**src/rtl/pulse_stretcher_pkg.sv**
```systemverilog
// Shared definitions for the pulse stretcher.
//   state_e  : controller states. IDLE=0, HIGH=1, LOW=2; the encoding 3 is
//              illegal and the controller recovers from it to IDLE.
//   ps_max   : larger of two non-negative integers.
//   ps_clog2 : ceiling log2, used to size the counter and pending-count widths.
package pulse_stretcher_pkg;

  typedef enum logic [1:0] {
    ST_IDLE = 2'd0,
    ST_HIGH = 2'd1,
    ST_LOW  = 2'd2
  } state_e;

  function automatic int unsigned ps_max(input int unsigned a, input int unsigned b);
    return (a > b) ? a : b;
  endfunction

  function automatic int unsigned ps_clog2(input int unsigned v);
    int unsigned w;
    w = 0;
    while ((64'd1 << w) < 64'(v)) begin
      w++;
    end
    return w;
  endfunction

endpackage

```
**src/rtl/pulse_stretcher_edge_detect.sv**
```systemverilog
// Registered rising-edge detector.
//   i_clock   : clock, rising edge.
//   i_reset_n : asynchronous active-low reset; clears the history register.
//   i_level   : level to watch.
//   o_rise    : high in any cycle where i_level is high and was low (or in
//               reset) on the previous clock edge.
// A level already high when reset releases reports one rise, because the
// history register comes out of reset at 0.
module pulse_stretcher_edge_detect (
  input  logic i_clock,
  input  logic i_reset_n,
  input  logic i_level,
  output logic o_rise
);

  logic level_q;

  always_ff @(posedge i_clock or negedge i_reset_n) begin
    if (!i_reset_n) begin
      level_q <= 1'b0;
    end else begin
      level_q <= i_level;
    end
  end

  assign o_rise = i_level & ~level_q;

endmodule

```
**src/rtl/pulse_stretcher.sv**
```systemverilog
// Pulse stretcher: each rising edge on i_event produces one o_pulse of
// HIGH_CYCLES cycles, followed by at least LOW_CYCLES low cycles. Edges that
// arrive while a pulse or its gap is running are counted and replayed later.
//   i_clock    : clock, rising edge.
//   i_reset_n  : asynchronous active-low reset.
//   i_event    : event request; each rising edge is one event.
//   o_pulse    : stretched pulse (registered).
//   o_busy     : high while the controller is not idle (registered).
//   o_pending  : number of queued edges not yet started (registered).
//   o_overflow : one-cycle strobe when an edge was dropped on a full queue.
module pulse_stretcher
  import pulse_stretcher_pkg::*;
#(
  parameter int unsigned HIGH_CYCLES = 20,
  parameter int unsigned LOW_CYCLES  = 20,
  parameter int unsigned MAX_PENDING = 7,
  localparam int unsigned PW = ps_clog2(MAX_PENDING + 1)
) (
  input  logic          i_clock,
  input  logic          i_reset_n,
  input  logic          i_event,
  output logic          o_pulse,
  output logic          o_busy,
  output logic [PW-1:0] o_pending,
  output logic          o_overflow
);

  localparam int unsigned CW = ps_clog2(ps_max(HIGH_CYCLES, LOW_CYCLES) + 1);
  localparam logic [CW-1:0] HIGH_LOAD = CW'(HIGH_CYCLES - 1);
  localparam logic [CW-1:0] LOW_LOAD  = CW'(LOW_CYCLES - 1);
  localparam logic [PW-1:0] PEND_MAX  = PW'(MAX_PENDING);

  state_e        state_q, state_d;
  logic [CW-1:0] cnt_q, cnt_d;
  logic [PW-1:0] pend_q, pend_d;
  logic          pulse_q, pulse_d;
  logic          busy_q, busy_d;
  logic          ovf_q, ovf_d;
  logic          evt_rise;

  pulse_stretcher_edge_detect u_edge (
    .i_clock   (i_clock),
    .i_reset_n (i_reset_n),
    .i_level   (i_event),
    .o_rise    (evt_rise)
  );

  always_comb begin
    state_d = state_q;
    cnt_d   = cnt_q;
    pend_d  = pend_q;
    ovf_d   = 1'b0;

    case (state_q)
      ST_IDLE: begin
        pend_d = '0;
        if (evt_rise) begin
          state_d = ST_HIGH;
          cnt_d   = HIGH_LOAD;
        end
      end

      ST_HIGH: begin
        if (cnt_q == '0) begin
          state_d = ST_LOW;
          cnt_d   = LOW_LOAD;
        end else begin
          cnt_d = cnt_q - CW'(1);
        end
        if (evt_rise) begin
          if (pend_q == PEND_MAX) begin
            ovf_d = 1'b1;
          end else begin
            pend_d = pend_q + PW'(1);
          end
        end
      end

      ST_LOW: begin
        if (cnt_q == '0) begin
          // End of gap: a queued edge starts the next pulse and frees its slot
          // before any coincident edge is queued, so a full queue cannot
          // overflow here and the count is net unchanged. With nothing queued
          // a coincident edge starts the pulse directly.
          if (pend_q != '0) begin
            state_d = ST_HIGH;
            cnt_d   = HIGH_LOAD;
            if (!evt_rise) begin
              pend_d = pend_q - PW'(1);
            end
          end else if (evt_rise) begin
            state_d = ST_HIGH;
            cnt_d   = HIGH_LOAD;
          end else begin
            state_d = ST_IDLE;
          end
        end else begin
          cnt_d = cnt_q - CW'(1);
          if (evt_rise) begin
            if (pend_q == PEND_MAX) begin
              ovf_d = 1'b1;
            end else begin
              pend_d = pend_q + PW'(1);
            end
          end
        end
      end

      default: begin
        state_d = ST_IDLE;
        cnt_d   = '0;
        pend_d  = '0;
      end
    endcase

    // Outputs are registered copies of next-state decodes, so they change on
    // the same clock edge as the state.
    pulse_d = (state_d == ST_HIGH);
    busy_d  = (state_d != ST_IDLE);
  end

  always_ff @(posedge i_clock or negedge i_reset_n) begin
    if (!i_reset_n) begin
      state_q <= ST_IDLE;
      cnt_q   <= '0;
      pend_q  <= '0;
      pulse_q <= 1'b0;
      busy_q  <= 1'b0;
      ovf_q   <= 1'b0;
    end else begin
      state_q <= state_d;
      cnt_q   <= cnt_d;
      pend_q  <= pend_d;
      pulse_q <= pulse_d;
      busy_q  <= busy_d;
      ovf_q   <= ovf_d;
    end
  end

  assign o_pulse    = pulse_q;
  assign o_busy     = busy_q;
  assign o_pending  = pend_q;
  assign o_overflow = ovf_q;

endmodule

```
**config.mk**
```make
export PLATFORM = sky130hd
export DESIGN_NAME = pulse_stretcher
export DESIGN_NICKNAME = d
export VERILOG_FILES = /design/src/rtl/pulse_stretcher_pkg.sv /design/src/rtl/pulse_stretcher_edge_detect.sv /design/src/rtl/pulse_stretcher.sv
export SDC_FILE = /design/constraint.sdc
export NUM_CORES = 1
export LEC_CHECK = 0
export CORE_MARGIN = 10
export CORE_UTILIZATION = 35
export CTS_CLUSTER_DIAMETER = 30
export DETAILED_ROUTE_END_ITERATION = 10
export PLACE_DENSITY = 0.64
export SLEW_MARGIN = 10
export SYNTH_ARGS = -nofsm -noshare
export SYNTH_HDL_FRONTEND = slang
export SYNTH_SLANG_ARGS = --single-unit
export TNS_END_PERCENT = 5
```
**constraint.sdc**
```tcl
create_clock -name i_clock -period 2.45 [get_ports i_clock]
set_input_delay 0.49 -clock i_clock [delete_from_list [all_inputs] [get_ports i_clock]]
set_output_delay 0.49 -clock i_clock [all_outputs]
set_load 0.01 [all_outputs]
```
# Word-level counts from Yosys, hierarchy flattened

Cells that the tools add are included.

Add/sub/neg operators: 3
Multipliers: 0
Divide/modulo/power cells: 0
$lt $le $gt $ge: 0
Equal/unequal tests: 6
Shift-type cells: 0
Mux-type cells: 21
Bitwise gates (word level): 2
Reduce and logical (&&, ||, !) cells: 5

Operators by type and width:

| operator                                          | count |
|---|---|
| 2-to-1 mux 5 bit                                  | 4 |
| 2-to-1 mux 3 bit                                  | 5 |
| one-hot mux 5 bit (3 select lines)                | 1 |
| 2-to-1 mux 2 bit                                  | 3 |
| inequality test 3 bit (second input constant)     | 2 |
| one-hot mux 2 bit (3 select lines)                | 1 |
| one-hot mux 3 bit (2 select lines)                | 1 |
| logical NOT 5 bit                                 | 1 |
| 2-to-1 mux 1 bit                                  | 5 |
| subtractor 5 x 1 -> 5 bit (second input constant) | 1 |
| == test 2 x 1 -> 1 bit (second input constant)    | 2 |
| adder 3 x 1 -> 3 bit (second input constant)      | 1 |
| == test 3 bit (second input constant)             | 1 |
| nonzero test 3 bit                                | 1 |
| subtractor 3 x 1 -> 3 bit (second input constant) | 1 |
| == test 2 bit (second input constant)             | 1 |
| logical NOT 2 bit                                 | 1 |
| one-hot mux 1 bit (2 select lines)                | 1 |
| AND reduction 2 bit                               | 1 |
| nonzero test 2 bit                                | 1 |
| AND 1 bit                                         | 1 |
| NOT 1 bit                                         | 1 |

Bits in registers: 14
Bits in latches: 0
Bits in writable memories: 0
ROM bits: 0
Bits of input ports: 3
Output and inout bits: 6
Word-level logic and storage cells: 44
Memories kept: 0

# Depth between registers and ports, before layout

Word-level depth: 7
Mapped depth: 7
Depth with buffers taken out: 6

# Hierarchy

Synthesis repeated with hierarchy kept, for this count alone.

Cell total of the unflattened synthesis: 107
Area total of the unflattened synthesis: 982.2 µm²

Modules (own cells, without submodules):

| module                      | times used | cells each | area each (µm²) | seq. area each (µm²) |
|---|---|---|---|---|
| pulse_stretcher             | 1          | 105        | 943.4           | 325.3 |
| pulse_stretcher_edge_detect | 1          | 2          | 38.8            | 25.0 |

# Least setup slack after synthesis

No wires, ideal clock.

Path type: register -> register
Start point: register cnt_q[0]
End point: register pulse_q (netlist: o_pulse)
Setup time: 80 ps
Arrival time: 1685 ps
Data required time: 2370 ps
Slack: 685 ps
Cell stages (with the launch flop): 8
Buffers on the path: 1
Period minus slack after synthesis: 1765 ps
Cell sequence: dfrtp_1 inv_1 ha_1 or4b_4 buf_6 a221oi_2 nand2b_2 nor3b_2

Word-level cells in the longest chain between the ends: 4
Elaborated cells on any way between the ends: 5
Classes of those cells: 1 x eq/ne; 3 x mux; 1 x reduce/logical

RTL lines:

| element                                    | line                                         | RTL |
|---|---|---|
| start, declared                            | pulse_stretcher.sv:34                        | `logic [CW-1:0] cnt_q, cnt_d;` |
| start signal, assigned                     | pulse_stretcher.sv:132                       | `cnt_q <= cnt_d;` |
| logical NOT 5 bit *                        | pulse_stretcher.sv:64, pulse_stretcher.sv:80 |  |
| 2-to-1 mux 2 bit, on equally long branches | pulse_stretcher.sv:80, pulse_stretcher.sv:64 |  |
| one-hot mux 2 bit (3 select lines) *       | pulse_stretcher.sv:54                        | `case (state_q)` |
| == test 2 x 1 -> 1 bit *                   | pulse_stretcher.sv:118                       | `pulse_d = (state_d == ST_HIGH);` |
| net pulse_d                                | pulse_stretcher.sv:36                        | `logic pulse_q, pulse_d;` |
| end signal, assigned                       | pulse_stretcher.sv:134                       | `pulse_q <= pulse_d;` |
| end, declared                              | pulse_stretcher.sv:36                        |  |

Mark *: on every way through the listed nets, which the timed path passes. The rest lies on a longest branch.
A chain may end at the register's enable or synchronous reset.

# Worst setup path in the final report

Start point: register pend_q[0] (netlist: o_pending[0])
End point: register busy_q (netlist: o_busy)

Word-level cells in the longest chain between the ends: 5

RTL lines:

| element                            | line                   | RTL |
|---|---|---|
| start, declared                    | pulse_stretcher.sv:35  | `logic [PW-1:0] pend_q, pend_d;` |
| start signal, assigned             | pulse_stretcher.sv:133 | `pend_q <= pend_d;` |
| nonzero test 3 bit                 | pulse_stretcher.sv:85  | `if (pend_q != '0) begin` |
| 2-to-1 mux 1 bit                   | pulse_stretcher.sv:85  |  |
| 2-to-1 mux 2 bit                   | pulse_stretcher.sv:80  | `if (cnt_q == '0) begin` |
| one-hot mux 2 bit (3 select lines) | pulse_stretcher.sv:54  |  |
| nonzero test 2 bit                 | pulse_stretcher.sv:119 | `busy_d = (state_d != ST_IDLE);` |
| net busy_d                         | pulse_stretcher.sv:37  | `logic busy_q, busy_d;` |
| end signal, assigned               | pulse_stretcher.sv:135 | `busy_q <= busy_d;` |
| end, declared                      | pulse_stretcher.sv:37  |  |

The timed path passes the listed nets, and every way through them passes these cells.

==> results.md <==
- The proportion of layout cells with a drive suffix above 1 is 11.5%.
- Gates resized during post-CTS repair numbered 0.
- In the finished design, the share of the clock period the worst path needs comes to about four fifths.
- The total routing resource utilization after global routing is between 8 and 9%.
- The clock-pin slew on the worst setup and hold paths is approximately 90 ps.
- The row count is 18.
- The critical path's slowest cell is a221oi_1.
- The worst path required time is 2590 ps.
- The maximum fanout count along the critical path is 5.
- The maximum frequency from static timing analysis is 508 MHz.
- The number of hold-slack violations in the final timing report is 0.
- Before antenna repair, the detailed router went through 4 iterations.
- The number of pins with negative max-slew slack in the final report is 0.
- The synthesized design spends more area on one cell type than any other, namely dfrtp_1.
- The floorplan step defined a die boundary enclosing 5230 sq um.
- The overall routed net length is between 2000 and 2500 microns.
- The pre-CTS setup slack is 340 ps.
- After detailed routing, the average wire length per cell comes to 14.4 microns.
- Summed over all layers, the global routing overflow is 0.
- In this design, the stage delay of the slowest critical-path cell is 470 ps.
- The wire length of the first global-routing pass is 3560 microns.
- The most used flip-flop cell after synthesis is dfrtp_1.
- The height of the die is 72.3 microns.
- Setup violations remaining at the end of the flow were counted as 0.
- Sequential elements use 36.6% of the synthesized area.
- The number of cell instances on the worst register-to-register path is 6.
- The number of antenna repair diodes is 0.
- Entering global routing, the biggest net connects 15 pins.
- In the routed design, unresolved DRC markers number 0.
- The number of antenna violations at the first check in global routing is 0.
- The minimum clock period is 1970 ps.
- The signal on the critical path passes through inv_1 > ha_1 > nor2b_1 > a31oi_1 > a221oi_1 > a21oi_1.
- The number of instances in the synthesized netlist is 105.
- The tree is rooted in a clkbuf_4.
- The number of H-tree levels is 1.
- The initial core utilization is 37.7%.
- The capture point of the worst reg-to-reg path is o_busy.
- The tightest slew margin relative to the limit is ~57%.
- The run finished with clean final reports.
- The cell area after synthesis is between 900 and 1000 sq um.
- The category of the critical setup timing path is reg -> reg.
- The number of maximum-capacitance violations is 0.
- The worst-case register-to-register setup slack is roughly 480 ps.
- The synthesis-stage register bit count is 14.
- The number of hold buffers added after CTS was 0.
- Total power for the finished layout comes to 1.18 mW.
- The post-route clock skew is 7.96 ps.
- Counting every net in the synthesized netlist gives 116.
- The clock buffer count from CTS is 3.
- The post-route antenna net violation count is 0.
- After clock tree synthesis, the setup repair step added 0 buffers.
- In this run the deepest clock path goes through 2 buffers.
- After synthesis, the cell types taking the most area are dfrtp_1 37%, ha_1 10%, a21oi_1 4.2%.
- In this run the worst hold path is classified as in -> async.
- The critical path starts at o_pending[0].
- The wire-length estimate of the detail-placed layout is 1530 microns.
- The count of buffers added on input and output ports is 8.
- The source of the worst register-to-register timing path is o_pending[0].
- Yosys printed 0 warnings.
- STA classifies the critical path startpoint as a flip-flop.
- Setup repair after global routing left no endpoint under its margin.
- The leakage power of the design is between 0.4 and 0.5 nW.
- The power per cell area is between 1000 and 1500 nW/um^2.
- Once layout is complete, the utilization of the core stands at a little over two fifths.
- The endpoint class of the critical path is a flip-flop.
- The tightest hold path in the finished design has a slack of between 500 and 600 ps.
- The distinct cell type count after synthesis is about 40.
- From synthesis to final layout, the design area changed by 14.4%.
- In the routed layout, each cell is associated on average with a via count of 5.88.
- The worst-skew pair later-pin latency is 280 ps.
- STA puts the critical path data arrival time at 2110 ps.
- The top cell type by area accounts for a little over a third of the synthesized area.
- The number of flops mapped to enable cells by yosys is 0.
- By count the netlist is led by 14 x dfrtp_1, 10 x inv_1, 8 x a21oi_1, 8 x ha_1, 7 x nor2_1.
- The number of I/O pins is 9.
- Summed over all failing endpoints, the final setup total negative slack is 0 ps.
- Of all flip-flops after synthesis, the portion carrying an async set or reset was 100%.
- The post-synthesis average cell area is between 9 and 10 sq um.
- The highest ir drop seen on vdd is 0.593 mV.
- The number of clock sinks seen by CTS is 14.
- The first routing iteration left 86 violations.
- The total area inside the core boundary comes to 2540 sq um.
- The number of global-route vias before repair was 742.
- The most common cell in the synthesized netlist is dfrtp_1.
- TritonCTS built the clock tree.
- The number of vias after detailed routing is around 840.
- After layout, the worst setup slack is roughly 480 ps.
- In this run the horizontal extent of the chip is 72.3 microns.
- The worst-margin pin slew is about 640 ps.
- The congestion estimate from routability-driven global placement came to 0.779.
- The count of nets after finishing is 125.
[metrics by stage]
step                cells  area [sq um]
finish                143          1100
global route          143          1100
CTS                   143          1100
detailed placement    139          1060
global placement      139          1060
floorplan             105           958
[flip-flops by register name (all words and copies together) (netlist names)]
signal,count
o_busy,1
o_pulse,1
o_pending,3
state_q,2
cnt_q,5
o_overflow,1
u_edge.level_q,1
[placed cells by master (no fill, tap or decap), types with 3 or more instances in the layout]
| cell type | instances |
|---|---|
| o21ai_0 | 5 |
| nor2_1 | 7 |
| clkbuf_4 | 3 |
| nor2b_1 | 3 |
| dfrtp_1 | 14 |
| ha_1 | 8 |
| o21ai_1 | 3 |
| nand2_1 | 5 |
| nor4_1 | 3 |
| a21oi_1 | 8 |
| clkdlybuf4s50_1 | 8 |
| inv_1 | 10 |
[where the power goes]
part           total (mW)  internal (mW)  switching, mW
sequential          0.374          0.307         0.0664
combinational       0.643          0.281          0.362
clock               0.167         0.0904         0.0765
[worst max-delay path by stage]
| stage | to | slack, ps | depth (start not counted) |
|---|---|---|---|
| floorplan | o_pulse | 680 | 7 |
| global route | o_busy | 250 | 6 |
| CTS | o_busy | 490 | 6 |
| detailed placement | o_busy | 340 | 5 |
| finish | o_busy | 480 | 6 |
| global placement | o_busy | 380 | 5 |
[critical path: cells and delay by family, from the launching register on]
kind	cells	cell delay, ps
AND/OR/NAND/NOR	1	330
buffers and inverters	1	140
flip-flops	1	430
AO/OA/AOI/OAI	3	760
adder cells (fa/ha/maj)	1	150
[final cells by class]
class,count,area (sq um)
Fill cell,237,1450
Timing Repair Buffer,10,95.1
Multi-Input combinational cell,75,539
Clock buffer,4,36.3
Sequential cell,14,350
Tap cell,30,37.5
Inverter,10,37.5
[layer usage]
layer | global-route usage, % | share of wire, %
met1 | 10.8 | 47
met2 | 11.8 | 45
met3 | 3.40 | 7.3
met4 | 2.37 | 0.58
met5 | 0 | 0
[cell families (layout without fill, tap and decap cells)]
kind of cell    count (synthesis)  after routing  share of synthesized area (%)
buf+inv                        16             24                           7.18
flops                          14             14                           36.6
xor+xnor                        1              1                          0.914
simple gates                   30             30                           18.9
mux                             1              1                           1.04
compound gates                 35             35                           24.9
fa+ha+maj                       8              8                           10.4
Note: power is estimated with default switching activity, not from simulation.
